<file path="src/rtl/hiscore_pkg.sv">
// rtl/hiscore_pkg.sv - shared types and widths for the hiscore RAM arbiter
package hiscore_pkg;

  localparam int HS_ADDR_W = 10;
  localparam int HS_DATA_W = 8;

  typedef enum logic [1:0] {
    IDLE = 2'd0,
    REQ  = 2'd1,
    OWN  = 2'd2,
    REL  = 2'd3
  } arb_state_t;

  typedef struct packed {
    logic [HS_ADDR_W-1:0] addr;
    logic [HS_DATA_W-1:0] data;
  } hs_wr_t;

endpackage

</file>
<file path="src/rtl/hiscore_wr_fifo.sv">
// rtl/hiscore_wr_fifo.sv - synchronous buffer for hiscore write pulses
module hiscore_wr_fifo
  import hiscore_pkg::*;
#(
  parameter int DEPTH = 4
) (
  input  logic   clk,
  input  logic   reset_n,
  input  logic   push,
  input  hs_wr_t din,
  input  logic   pop,
  output hs_wr_t head,
  output logic   full,
  output logic   empty
);

  localparam int IDX_W = $clog2(DEPTH);

  // One extra pointer bit separates full from empty when the indices match.
  logic [IDX_W:0] wr_ptr;
  logic [IDX_W:0] rd_ptr;
  hs_wr_t         mem [DEPTH];
  logic           do_push;
  logic           do_pop;

  assign empty   = (wr_ptr == rd_ptr);
  assign full    = (wr_ptr[IDX_W] != rd_ptr[IDX_W]) &&
                   (wr_ptr[IDX_W-1:0] == rd_ptr[IDX_W-1:0]);
  assign do_pop  = pop && !empty;
  // A full buffer still takes a write when an entry leaves in the same cycle.
  assign do_push = push && (!full || do_pop);
  assign head    = mem[rd_ptr[IDX_W-1:0]];

  // Pointer advance; reset discards anything still queued.
  always_ff @(posedge clk or negedge reset_n) begin
    if (!reset_n) begin
      wr_ptr <= '0;
      rd_ptr <= '0;
    end else begin
      if (do_push) wr_ptr <= wr_ptr + 1'b1;
      if (do_pop)  rd_ptr <= rd_ptr + 1'b1;
    end
  end

  // Entry storage needs no reset; the pointers define what is valid.
  always_ff @(posedge clk) begin
    if (do_push) mem[wr_ptr[IDX_W-1:0]] <= din;
  end

endmodule

</file>
<file path="src/rtl/hiscore_ram_arbiter.sv">
// rtl/hiscore_ram_arbiter.sv - CPU/hiscore work-RAM port arbiter; HISCORE_TIMEOUT_EN adds forced grant
module hiscore_ram_arbiter
  import hiscore_pkg::*;
#(
  parameter int ADDR_W         = HS_ADDR_W,
  parameter int DATA_W         = HS_DATA_W,
  parameter int FIFO_DEPTH     = 4,
  parameter int RELEASE_CYCLES = 2,
  parameter int PAUSE_TIMEOUT  = 1023
) (
  input  logic              clk,
  input  logic              reset_n,
  input  logic [ADDR_W-1:0] hs_ram_addr,
  input  logic [DATA_W-1:0] hs_ram_data,
  input  logic              hs_ram_write,
  input  logic              hs_rd_en,
  input  logic              ioctl_upload,
  output logic [DATA_W-1:0] hs_din,
  input  logic [ADDR_W-1:0] cpu_addr,
  input  logic [DATA_W-1:0] cpu_wdata,
  input  logic              cpu_we,
  input  logic              cpu_idle,
  output logic [ADDR_W-1:0] ram_addr,
  output logic [DATA_W-1:0] ram_wdata,
  output logic              ram_we,
  input  logic [DATA_W-1:0] ram_rdata,
  output logic              pause_cpu,
  output logic              hs_grant,
  output logic              overflow,
  output logic              timeout_err
);

  localparam logic [1:0] ST_IDLE = IDLE;
  localparam logic [1:0] ST_REQ  = REQ;
  localparam logic [1:0] ST_OWN  = OWN;
  localparam logic [1:0] ST_REL  = REL;
  localparam int         REL_W   = $clog2(RELEASE_CYCLES + 2);

  logic [1:0]       state;
  logic [REL_W-1:0] rel_cnt;
  hs_wr_t           wr_in;
  hs_wr_t           wr_head;
  logic             fifo_full;
  logic             fifo_empty;
  logic             fifo_pop;
  logic             req;
  logic             rd_q;
  logic             timeout_hit;

  assign wr_in.addr = hs_ram_addr;
  assign wr_in.data = hs_ram_data;

  hiscore_wr_fifo #(.DEPTH(FIFO_DEPTH)) u_wr_fifo (
    .clk     (clk),
    .reset_n (reset_n),
    .push    (hs_ram_write),
    .din     (wr_in),
    .pop     (fifo_pop),
    .head    (wr_head),
    .full    (fifo_full),
    .empty   (fifo_empty)
  );

  assign req       = !fifo_empty || hs_rd_en || ioctl_upload;
  assign pause_cpu = (state != ST_IDLE);
  assign hs_grant  = (state == ST_OWN);
  assign fifo_pop  = hs_grant && !fifo_empty;

`ifdef HISCORE_TIMEOUT_EN
  localparam int TO_W = $clog2(PAUSE_TIMEOUT + 1);

  logic [TO_W-1:0] to_cnt;
  logic            to_err_q;

  assign timeout_hit = (state == ST_REQ) && !cpu_idle &&
                       (to_cnt == TO_W'(PAUSE_TIMEOUT - 1));
  assign timeout_err = to_err_q;

  // Count cycles spent waiting in REQ; a forced grant latches the error flag.
  always_ff @(posedge clk or negedge reset_n) begin
    if (!reset_n) begin
      to_cnt   <= '0;
      to_err_q <= 1'b0;
    end else begin
      if (state != ST_REQ) to_cnt <= '0;
      else                 to_cnt <= to_cnt + 1'b1;
      if (timeout_hit && req) to_err_q <= 1'b1;
    end
  end
`else
  logic unused_timeout;

  assign unused_timeout = (PAUSE_TIMEOUT != 0);
  assign timeout_hit    = 1'b0;
  assign timeout_err    = 1'b0;
`endif

  // Arbitration: CPU until it idles, hiscore while work remains, then a pause tail.
  always_ff @(posedge clk or negedge reset_n) begin
    if (!reset_n) begin
      state   <= ST_IDLE;
      rel_cnt <= '0;
    end else begin
      case (state)
        ST_IDLE: if (req) state <= ST_REQ;
        ST_REQ: begin
          if (!req)                         state <= ST_IDLE;
          else if (cpu_idle || timeout_hit) state <= ST_OWN;
        end
        ST_OWN: begin
          if (!req) begin
            state   <= ST_REL;
            rel_cnt <= REL_W'(RELEASE_CYCLES);
          end
        end
        ST_REL: begin
          if (req)                          state   <= ST_OWN;
          else if (rel_cnt <= REL_W'(1))    state   <= ST_IDLE;
          else                              rel_cnt <= rel_cnt - 1'b1;
        end
        default: state <= ST_IDLE;
      endcase
    end
  end

  // RAM port mux: buffered writes first, then hiscore reads; CPU frozen in OWN/REL.
  always_comb begin
    ram_addr  = cpu_addr;
    ram_wdata = cpu_wdata;
    ram_we    = 1'b0;
    case (state)
      ST_IDLE, ST_REQ: ram_we = cpu_we;
      ST_OWN: begin
        if (!fifo_empty) begin
          ram_addr  = wr_head.addr;
          ram_wdata = wr_head.data;
          ram_we    = 1'b1;
        end else begin
          ram_addr  = hs_ram_addr;
          ram_wdata = hs_ram_data;
        end
      end
      default: ram_we = 1'b0;
    endcase
  end

  // A granted read issued last cycle has its RAM data now; otherwise hold.
  always_ff @(posedge clk or negedge reset_n) begin
    if (!reset_n) begin
      rd_q   <= 1'b0;
      hs_din <= '0;
    end else begin
      rd_q <= hs_grant && fifo_empty && (hs_rd_en || ioctl_upload);
      if (rd_q) hs_din <= ram_rdata;
    end
  end

  // Sticky flag for a write pulse that found no room.
  always_ff @(posedge clk or negedge reset_n) begin
    if (!reset_n)                                      overflow <= 1'b0;
    else if (hs_ram_write && fifo_full && !fifo_pop)   overflow <= 1'b1;
  end

endmodule

</file>
<file path="config.mk">
export PLATFORM = sky130hd
export DESIGN_NAME = hiscore_ram_arbiter
export DESIGN_NICKNAME = d
export VERILOG_FILES = /design/src/rtl/hiscore_pkg.sv /design/src/rtl/hiscore_wr_fifo.sv /design/src/rtl/hiscore_ram_arbiter.sv
export SDC_FILE = /design/constraint.sdc
export NUM_CORES = 1
export LEC_CHECK = 0
export ABC_AREA = 1
export CELL_PAD_IN_SITES_DETAIL_PLACEMENT = 0
export CELL_PAD_IN_SITES_GLOBAL_PLACEMENT = 1
export CORE_MARGIN = 4
export CORE_UTILIZATION = 24
export CTS_CLUSTER_SIZE = 12
export DETAILED_ROUTE_END_ITERATION = 12
export PLACE_DENSITY_LB_ADDON = 0.25
export SLEW_MARGIN = 5
export SYNTH_ARGS = -nofsm -noshare
export SYNTH_HDL_FRONTEND = slang
export SYNTH_SLANG_ARGS = --single-unit
export TNS_END_PERCENT = 30
</file>
<file path="constraint.sdc">
create_clock -name clk -period 2.4 [get_ports clk]
set_clock_uncertainty 0.05 [all_clocks]
set_input_delay 0.48 -clock clk [delete_from_list [all_inputs] [get_ports clk]]
set_output_delay 0.48 -clock clk [all_outputs]
set_load 0.05 [all_outputs]
</file>
==> results of run 1 <==
-- cell families after synthesis --
kind of cell	synth area share [%]
AOI/OAI and AO/OA	8.22
xor gates and xnor gates	0.420
other	0.0899
adders and majority gates	1.80
buffers and inverters	4.89
muxes	2.16
DFF	63.9
and+or+nand+nor	18.5
-- per-layer routing --
layer	track usage, %	wire length (um)
met1	14.1	4820
met2	18.4	5300
met3	2.47	392
met4	3.21	107
met5	0	0
-- power groups by stage --
stage,clock (mW),sequential (mW),combinational (mW)
after floorplan,0,2.59,2.59
after global placement,0,2.36,4.82
after detailed placement,0,2.38,4.83
after CTS,1.45,2.34,4.92
after global routing,1.53,2.37,5.31
final,1.41,2.34,4.93
-- repair_timing --
action                     CTS  global route
hold endpoints to repair     0             0
gates resized for setup      9            12
pin swaps                    0             2
gates cloned                 0             1
setup endpoints to repair   18            18
setup buffers                2             4
-- through the flow --
stage | utilization (%) | setup TNS (ns) | worst slack (ns)
after floorplan | - | 0 | 0.139
after global placement | 32.9 | 0 | 0.324
after detailed placement | 32.9 | 0 | 0.279
after CTS | 34.9 | 0 | 0.00291
after global routing | 35.5 | -1.50 | -0.0984
final | 35.5 | 0 | 0.0280
-- registers in the layout (all words and copies together) (netlist names), named ones only --
register and cells:
u_wr_fifo.mem 72, hs_din 8, u_wr_fifo.rd_ptr 3, u_wr_fifo.wr_ptr 3, rel_cnt 2, overflow 1, rd_q 1, state 1
-- cell type report --
class	count	area, um^2	share of cell area (%)
clock buffers	9	225	3.78
flip-flops and latches	92	2660	44.6
well taps	220	275	4.62
multi-input cells	238	1370	23.0
clock inverters	7	73.8	1.24
repair buffers	107	1270	21.4
inverters	19	81.3	1.36
-- synth_stat cells --
library cell / n
sky130_fd_sc_hd__mux2_2: 8
sky130_fd_sc_hd__nand4_1: 2
sky130_fd_sc_hd__nand3_1: 13
sky130_fd_sc_hd__nor3_1: 1
sky130_fd_sc_hd__inv_4: 2
sky130_fd_sc_hd__inv_1: 12
sky130_fd_sc_hd__dfrtp_1: 20
sky130_fd_sc_hd__buf_6: 3
sky130_fd_sc_hd__buf_2: 5
sky130_fd_sc_hd__o21ai_1: 1
sky130_fd_sc_hd__nand2_4: 3
sky130_fd_sc_hd__nor2_1: 45
sky130_fd_sc_hd__xor2_1: 2
sky130_fd_sc_hd__ha_1: 6
sky130_fd_sc_hd__conb_1: 1
sky130_fd_sc_hd__nand2_2: 16
sky130_fd_sc_hd__o21bai_1: 1
sky130_fd_sc_hd__buf_4: 3
sky130_fd_sc_hd__nand3_2: 10
sky130_fd_sc_hd__o22ai_1: 18
sky130_fd_sc_hd__o21ai_0: 41
sky130_fd_sc_hd__inv_2: 5
sky130_fd_sc_hd__a21oi_1: 1
sky130_fd_sc_hd__nand2_1: 66
sky130_fd_sc_hd__buf_12: 1
sky130_fd_sc_hd__nor2_8: 2
sky130_fd_sc_hd__o21a_1: 1
sky130_fd_sc_hd__edfxtp_1: 72
sky130_fd_sc_hd__clkbuf_1: 7
-- how the worst min path moves through the flow --
stage,from,endpoint,slack [ns],depth (start not counted)
after global routing,overflow,overflow,0.44,1
after global placement,overflow,overflow,0.41,1
final,overflow,overflow,0.44,1
after CTS,overflow,overflow,0.44,1
after floorplan,reset_n,asynchronous set/reset pin,0.13,0
after detailed placement,overflow,overflow,0.42,1
-- critical path: cells and delay by family (launching register included) --
kind          cells  cell delay, ns
buf+inv           4            0.44
flops             1            0.41
simple gates      7            0.64
-- cell usage in the layout (no fill, tap or decap), types with 2 or more instances in the layout --
cell / n
sky130_fd_sc_hd__nand2_2: 23
sky130_fd_sc_hd__o22ai_1: 18
sky130_fd_sc_hd__nor2_1: 41
sky130_fd_sc_hd__edfxtp_1: 72
sky130_fd_sc_hd__clkinvlp_4: 3
sky130_fd_sc_hd__ha_1: 6
sky130_fd_sc_hd__xor2_1: 2
sky130_fd_sc_hd__nand2_1: 59
sky130_fd_sc_hd__inv_1: 10
sky130_fd_sc_hd__mux2_2: 8
sky130_fd_sc_hd__o21ai_0: 40
sky130_fd_sc_hd__clkbuf_16: 10
sky130_fd_sc_hd__nand4_1: 2
sky130_fd_sc_hd__clkdlybuf4s50_1: 60
sky130_fd_sc_hd__dfrtp_1: 20
sky130_fd_sc_hd__nand3_1: 5
sky130_fd_sc_hd__nand3_2: 18
sky130_fd_sc_hd__nor2_2: 4
sky130_fd_sc_hd__inv_6: 2
sky130_fd_sc_hd__buf_12: 24
sky130_fd_sc_hd__nor2_8: 2
sky130_fd_sc_hd__inv_2: 7
sky130_fd_sc_hd__nand2_4: 3
sky130_fd_sc_hd__buf_4: 21
sky130_fd_sc_hd__o21ai_1: 2
==> results.cfg, run 1 <==
[status]
result_of_the_run = finished, final reports clean

[placed_design]
place_congestion = 0.760
placed_cells_incl_taps = 669
postPlaceCellArea_um2 = 5530
port_buffers = 80
detailed_place_hpwl_um = 7250

[power]
static-leakage-power_nw = 2.32
share_seq_of_total_power_pct = 26.9
totalPowerFinal_mw = 8.68
comb_power_share_pct = 56.8
power.clock.fraction_pct = 16.3
p_per_area_nw_per_um2 = 1460
ir_drop_mv = 0.585
power.switching_fraction_pct = 43.0
power_switching_mw = 3.73
intPower_mw = 4.95

[sta]
report.final.setup_viol = 0
whs_ns = 0.437
maxClockFrequency_mhz = 422
final_min_period_over_clock_period_pct = 98.8
finalCriticalPeriod_ns = 2.37
rsz0062_at_grt = true
worstMarginPinSlew_ns = 0.513
timing.max_slew.rel_slack_pct = 65.7
hold_violations = 0
slew_violations = 0

[detailed_routing]
initialDrtViolationCount = 177
drt_first_pass_iters = 4
final_antenna_net_count = 0
route.vias.total = 2911
vias_per_cell = 4.21
remaining_drc_errors = 0
wl_per_cell_um = 15.3
drt_wl_total_um = 10600

[synth]
yosysUniqueCellTypes = 29
post_synthesis_net_count = 425
synth_largest_type_area_fraction_pct = 51.9
synth_sequential_area_ratio_pct = 63.9
syn-mean-instance-area_um2 = 11.3
yosys_register_bits = 92
syn-cell-area_um2 = 4170
yosysWarningCount = 0
post_synth_main_area_contributors = sky130_fd_sc_hd__edfxtp_1, sky130_fd_sc_hd__dfrtp_1, sky130_fd_sc_hd__nand2_1, sky130_fd_sc_hd__o21ai_0, sky130_fd_sc_hd__nor2_1
synth_area_leader_cell = sky130_fd_sc_hd__edfxtp_1
syn_inst = 368

[worst_setup_path]
rr_endpoint = u_wr_fifo.mem[0][3]
reg2regPathDepth = 7
arrival_ns = 1.84
critical_path.endpoint_type = output pin
critPathKind = reg2out
crit_fanout = 8
endpoint = ram_wdata[1]
cp_data_required_time_ns = 1.87
ff2ff_setup_slack_ns = 0.40
worst_path_max_delay_cell = sky130_fd_sc_hd__dfrtp_1
path_cells = inv_1 -> nand2_1 -> nand2_2 -> nand2_4 -> nor2_8 -> inv_4 -> nor2_8 -> buf_12 -> nand2_1 -> nand3_2 -> buf_12
max_stage_delay_ns = 0.41
kind_of_launch_point_of_the_worst_setup_path = flip-flop
critical_path.startpoint = u_wr_fifo.rd_ptr[1]
reg2reg_from = state[0]

[clocking]
cts_sinks = 92
cts-root-to-sink-buffers = 2
cts_hold_buf = 0
clock_tree_from_tritoncts = yes
root_buffer = sky130_fd_sc_hd__clkbuf_16
cts-htree-levels = 3
cts_made_buffers = 9
clk-insertion-delay-late_ns = 0.33
clk_pin_slew_worst_paths_ns = 0.06

[final_layout]
finalNonFillerCells = 692
layout_overhead_on_the_synthesized_area_pct = 43.0
cell_area_after_layout_um2 = 5960
num-fill-cells = 1703
diode_count = 0
finalNetCount = 524
final_layout_size_suffix_gt1_share_pct = 27.3

[floorplan]
core_area_um2 = 16800
io_pins = 82
die_area_um2 = 19500
initial_utilization_pct = 24.8
die-height_um = 140
rows = 47
dieWidth_um = 140

[global_route]
first_global_vias = 2970
overflow = 0
grt_antenna_before_repair = 0
grt_pass1_wl_um = 16600
grt_start_max_net_pins = 24
grt_usage_pct = 10.9

[job]
max_cap_violations = 0

[min_path]
hold_path.class = reg2reg
No activity file was read; power rests on OpenSTA's default activity.
==> run 2, diff against run 1 <==
--- a/config.mk
+++ b/config.mk
@@ -8,8 +8,9 @@
 export ABC_AREA = 1
 export CELL_PAD_IN_SITES_DETAIL_PLACEMENT = 0
 export CELL_PAD_IN_SITES_GLOBAL_PLACEMENT = 1
+export CORE_ASPECT_RATIO = 0.5
 export CORE_MARGIN = 4
-export CORE_UTILIZATION = 24
+export CORE_UTILIZATION = 23
 export CTS_CLUSTER_SIZE = 12
 export DETAILED_ROUTE_END_ITERATION = 12
 export PLACE_DENSITY_LB_ADDON = 0.25
==> run 2 against run 1 <==
Critical path depth unchanged. Sequential power hardly changed. Largest power group unchanged. Cell count is 1.9% higher. The run now ends with setup timing left. Global-route usage is 0.32 points lower. First-iteration DRC count shrank 24%. Utilization down 1.2 points. Combinational power up 0.8%. Design area grew 0.99%. Routed wire length decreased by 1.8%.
==> results.cfg, run 2 (synthesis gave the netlist of run 1 again) <==
[global_route]
grt_antenna_before_repair = 0
first_global_vias = 3007
overflow = 0
grt_pass1_wl_um = 16400
grt_start_max_net_pins = 38
grt_usage_pct = 10.6

[power]
ir_drop_mv = 0.591
intPower_mw = 5.09
power.clock.fraction_pct = 17.4
static-leakage-power_nw = 2.35
share_seq_of_total_power_pct = 26.3
comb_power_share_pct = 56.3
p_per_area_nw_per_um2 = 1470
power_switching_mw = 3.74
power.switching_fraction_pct = 42.3

[clocking]
root_buffer = sky130_fd_sc_hd__clkbuf_16
clock_tree_from_tritoncts = yes
cts-root-to-sink-buffers = 2
clk_pin_slew_worst_paths_ns = 0.07
cts-htree-levels = 3
clk-insertion-delay-late_ns = 0.34
cts_made_buffers = 9
cts_hold_buf = 0
cts_sinks = 92

[worst_setup_path]
critical_path.endpoint_type = output pin
reg2regPathDepth = 9
path_cells = buf_6 -> nand2_2 -> nand2_4 -> nand2_4 -> nor2_8 -> inv_4 -> nor2_8 -> clkbuf_16 -> nand2_2 -> nand3_2 -> buf_12
worst_path_max_delay_cell = sky130_fd_sc_hd__dfrtp_1
critPathKind = reg2out
cp_data_required_time_ns = 1.87
critical_path.startpoint = u_wr_fifo.wr_ptr[1]
max_stage_delay_ns = 0.41
arrival_ns = 1.91
rr_endpoint = u_wr_fifo.mem[0][12]
kind_of_launch_point_of_the_worst_setup_path = flip-flop
crit_fanout = 9
endpoint = ram_wdata[2]
reg2reg_from = u_wr_fifo.wr_ptr[1]
ff2ff_setup_slack_ns = 0.25

[detailed_routing]
remaining_drc_errors = 0
final_antenna_net_count = 0
initialDrtViolationCount = 135
wl_per_cell_um = 14.8
drt_first_pass_iters = 4
route.vias.total = 2967
drt_wl_total_um = 10400
vias_per_cell = 4.21

[placed_design]
port_buffers = 80
place_worst_setup_slack_ns = -0.0798
postPlaceCellArea_um2 = 5510
detailed_place_hpwl_um = 6740
place_congestion = 0.734

[sta]
rsz0062_at_grt = true
whs_ns = 0.434
report.final.setup_viol = 10
worstMarginPinSlew_ns = 0.621
final_min_period_over_clock_period_pct = 102
hold_violations = 0
maxClockFrequency_mhz = 410
finalCriticalPeriod_ns = 2.44
slew_violations = 0
timing.max_slew.rel_slack_pct = 58.5
worst_slack_ns = -0.0390

[final_layout]
highest_count_cells_in_the_layout_ignoring_fill_and_taps = sky130_fd_sc_hd__edfxtp_1, sky130_fd_sc_hd__nand2_1, sky130_fd_sc_hd__clkdlybuf4s50_1
finalNetCount = 523
mostFrequentLayoutCell = sky130_fd_sc_hd__edfxtp_1
layout_overhead_on_the_synthesized_area_pct = 44.4
flip_flop_count_of_the_largest_register_after_layout = 72
final_layout_size_suffix_gt1_share_pct = 26.5
cell_area_after_layout_um2 = 6020
diode_count = 0
final_core_util_pct = 34.3

[floorplan]
core_area_um2 = 17600
die-height_um = 103
dieWidth_um = 198
rows = 34
io_pins = 82
die_area_um2 = 20500
initial_utilization_pct = 23.7

[status]
violations = setup timing
result_of_the_run = finished with violations

[job]
max_cap_violations = 0

[min_path]
hold_path.class = in2async
-- run 2: cell types whose count changed in the layout (fill, tap and decap cells not counted), sizes merged --
cell	delta
buf	-2
clkinv	+1
bufinv	+1
clkbuf	+2
clkinvlp	-3
-- run 2: critical path: cells and delay by family (launching register included) --
| kind | cells | cell delay (ns) |
|---|---|---|
| flops | 1 | 0.41 |
| simple gates | 7 | 0.61 |
| buf+inv | 4 | 0.53 |
-- run 2: timing repair --
action,CTS,global route
setup buffers,0,7
resized for setup,12,11
pin swaps,0,12
endpoints found under the setup margin,18,23
cloned,0,2
-- run 2: power groups by stage --
stage	Clock, mW	Sequential, mW	Combinational (mW)
after CTS	1.58	2.33	4.90
after detailed placement	0	2.36	4.81
after global placement	0	2.36	4.80
final	1.53	2.32	4.97
after global routing	1.66	2.37	5.38
after floorplan	0	2.59	2.59
-- run 2: cell type report --
| type | instances | area, um^2 |
|---|---|---|
| flip-flops and latches | 92 | 2660 |
| well taps | 234 | 293 |
| inverters | 19 | 81.3 |
| clock inverters | 6 | 95.1 |
| fillers | 1760 | 11500 |
| multi-input cells | 238 | 1380 |
| repair buffers | 106 | 1280 |
| clock buffers | 10 | 229 |
-- run 2: metrics by stage --
step	TNS, ns	total power, mW	cells
final	-0.290	8.83	705
after global routing	-2.12	9.41	705
after CTS	-0.0998	8.81	696
after detailed placement	-2.02	7.17	680
after global placement	-0.324	7.16	680
after floorplan	0	5.17	368
-- run 2: metal layers --
metal	GRT usage, %	part of all wire (%)	vias to the layer above
li1	-	-	1473
met1	13.8	47	1428
met2	17.2	47	59
met3	3.62	5.0	7
met4	2.70	0.96	0
met5	0	0	-
-- run 2: worst min-delay path by stage --
| stage | from | endpoint | slack, ns | cells past startpoint |
|---|---|---|---|---|
| floorplan | reset_n | asynchronous set/reset pin | 0.13 | 0 |
| global placement | overflow | overflow | 0.43 | 1 |
| detailed placement | overflow | overflow | 0.43 | 1 |
| CTS | reset_n | overflow | 0.44 | 2 |
| global route | reset_n | overflow | 0.46 | 2 |
| finish | reset_n | overflow | 0.43 | 2 |
==> run 3, diff against run 2 <==
--- a/config.mk
+++ b/config.mk
@@ -13,7 +13,7 @@
 export CORE_UTILIZATION = 23
 export CTS_CLUSTER_SIZE = 12
 export DETAILED_ROUTE_END_ITERATION = 12
-export PLACE_DENSITY_LB_ADDON = 0.25
+export PLACE_DENSITY = 0.64
 export SLEW_MARGIN = 5
 export SYNTH_ARGS = -nofsm -noshare
 export SYNTH_HDL_FRONTEND = slang
==> constraint.sdc (replaced) <==
create_clock -name clk -period 2 [get_ports clk]
set_clock_uncertainty 0.05 [all_clocks]
set_input_delay 0.4 -clock clk [delete_from_list [all_inputs] [get_ports clk]]
set_output_delay 0.4 -clock clk [all_outputs]
set_load 0.05 [all_outputs]
==> run 3 against run 2 <==
The flow still finishes with violations (setup timing). Register-to-register slack worse by 0.05 ns. First-iteration DRC count is 36% higher. Sequential share of layout area is 0.92 points lower. Combinational power is 26% higher. Flip-flop and latch count stayed put. Via count is 0.10% higher.
==> results.cfg, run 3 (synthesis gave the netlist of run 1 again) <==
[final_layout]
layout_overhead_on_the_synthesized_area_pct = 47.6
flip_flop_count_of_the_largest_register_after_layout = 72
mostFrequentLayoutCell = sky130_fd_sc_hd__edfxtp_1
diode_count = 0
finalNetCount = 528
num-fill-cells = 1733
seq_area_um2 = 2660
final_layout_size_suffix_gt1_share_pct = 29.9
final_core_util_pct = 35.0
highest_count_cells_in_the_layout_ignoring_fill_and_taps = sky130_fd_sc_hd__edfxtp_1, sky130_fd_sc_hd__clkdlybuf4s50_1, sky130_fd_sc_hd__nand2_1
multi_input_area_um2 = 1460

[job]
max_cap_violations = 0

[power]
power.switching_fraction_pct = 42.2
intPower_mw = 6.30
power.clock.fraction_pct = 16.9
share_seq_of_total_power_pct = 25.5
power_switching_mw = 4.61
comb_power_share_pct = 57.5
static-leakage-power_nw = 2.42
ir_drop_mv = 0.685
p_per_area_nw_per_um2 = 1770

[sta]
slew_violations = 0
report.final.setup_viol = 19
fin_setup_tns_ns = -4.48
final_min_period_over_clock_period_pct = 114
rsz0062_at_grt = true
maxClockFrequency_mhz = 440
whs_ns = 0.364
worstMarginPinSlew_ns = 0.517
worst_slack_ns = -0.270
finalCriticalPeriod_ns = 2.27
hold_violations = 0
timing.max_slew.rel_slack_pct = 65.5

[global_route]
grt_pass1_wl_um = 16300
grt_usage_pct = 10.4
grt_antenna_before_repair = 0
overflow = 0
first_global_vias = 3000
grt_start_max_net_pins = 38

[floorplan]
dieWidth_um = 198
io_pins = 82
die_area_um2 = 20500
die-height_um = 103
initial_utilization_pct = 23.7
core_area_um2 = 17600
rows = 34

[clocking]
clk_pin_slew_worst_paths_ns = 0.07
cts_sinks = 92
cts-htree-levels = 3
clock_tree_from_tritoncts = yes
root_buffer = sky130_fd_sc_hd__clkbuf_16
clk-insertion-delay-late_ns = 0.34
cts_hold_buf = 0
cts-root-to-sink-buffers = 2
cts_post_setup_buffers_inserted = 0
cts_made_buffers = 9

[worst_setup_path]
critPathKind = reg2out
reg2regPathDepth = 8
ff2ff_setup_slack_ns = 0.20
crit_fanout = 9
critical_path.endpoint_type = output pin
arrival_ns = 1.82
kind_of_launch_point_of_the_worst_setup_path = flip-flop
cp_data_required_time_ns = 1.55

[status]
violations = setup timing
result_of_the_run = finished with violations

[min_path]
hold_path.class = in2async

[placed_design]
place_worst_setup_slack_ns = 0.00370
place_congestion = 0.739
port_buffers = 80
detailed_place_hpwl_um = 7180

[detailed_routing]
drt_first_pass_iters = 4
remaining_drc_errors = 0
initialDrtViolationCount = 183
wl_per_cell_um = 14.4
drt_wl_total_um = 10200
route.vias.total = 2970
final_antenna_net_count = 0
vias_per_cell = 4.19
[run 3: final timing paths]
| path | start | to |
|---|---|---|
| setup reg to reg | u_wr_fifo.rd_ptr[1] | u_wr_fifo.mem[3][12] |
| setup / recovery | u_wr_fifo.rd_ptr[1] | ram_addr[4] |
| min in group clk | overflow | overflow |
| hold reg to reg | overflow | overflow |
| max in group asynchronous | reset_n | u_wr_fifo.rd_ptr[0] |
| hold / removal | reset_n | asynchronous set/reset pin |
[run 3: repair_timing]
action | in CTS | in global routing
endpoints found under the setup margin | 19 | 22
gates resized for setup | 14 | 10
pin swaps | 0 | 1
[run 3: per-layer routing]
| layer | up-vias | global-route usage [%] | wire, um |
|---|---|---|---|
| met4 | 0 | 3.33 | 146 |
| met5 | - | 0 | 0 |
| met1 | 1419 | 13.4 | 4850 |
| met2 | 61 | 17.3 | 4840 |
| met3 | 10 | 2.94 | 396 |
| li1 | 1480 | - | - |
[run 3: stage by stage]
step	instance area, um^2	total power, mW	std cells
floorplan	4270	6.36	368
global placement	5760	9.06	694
detailed placement	5760	9.08	694
CTS	6120	11.0	709
global route	6150	11.6	709
finish	6150	10.9	709
[run 3: layout make-up]
| cell class | count | area share [%] |
|---|---|---|
| flip-flops and latches | 92 | 43.3 |
| multi-input cells | 238 | 23.7 |
| repair buffers | 111 | 21.7 |
| well taps | 234 | 4.76 |
| clock buffers | 9 | 3.66 |
| clock inverters | 6 | 1.57 |
| inverters | 19 | 1.30 |
[run 3: critical path, cell delays in order, from the launching register on]
cell,delay [ns]
sky130_fd_sc_hd__dfrtp_1,0.42
sky130_fd_sc_hd__inv_1,0.08
sky130_fd_sc_hd__nand2_1,0.06
sky130_fd_sc_hd__nand2_2,0.10
sky130_fd_sc_hd__nand2_4,0.07
sky130_fd_sc_hd__nor2_8,0.09
sky130_fd_sc_hd__inv_4,0.06
sky130_fd_sc_hd__nand2_4,0.07
sky130_fd_sc_hd__inv_4,0.05
sky130_fd_sc_hd__buf_12,0.14
sky130_fd_sc_hd__nand2_1,0.10
sky130_fd_sc_hd__nand3_4,0.08
sky130_fd_sc_hd__buf_12,0.15
[run 3: power groups by stage]
| stage | Sequential [mW] | Combinational [mW] | Clock, mW |
|---|---|---|---|
| final | 2.78 | 6.27 | 1.85 |
| after global routing | 2.84 | 6.75 | 1.98 |
| after CTS | 2.79 | 6.36 | 1.90 |
| after detailed placement | 2.82 | 6.26 | 0 |
| after global placement | 2.81 | 6.25 | 0 |
| after floorplan | 3.10 | 3.26 | 0 |
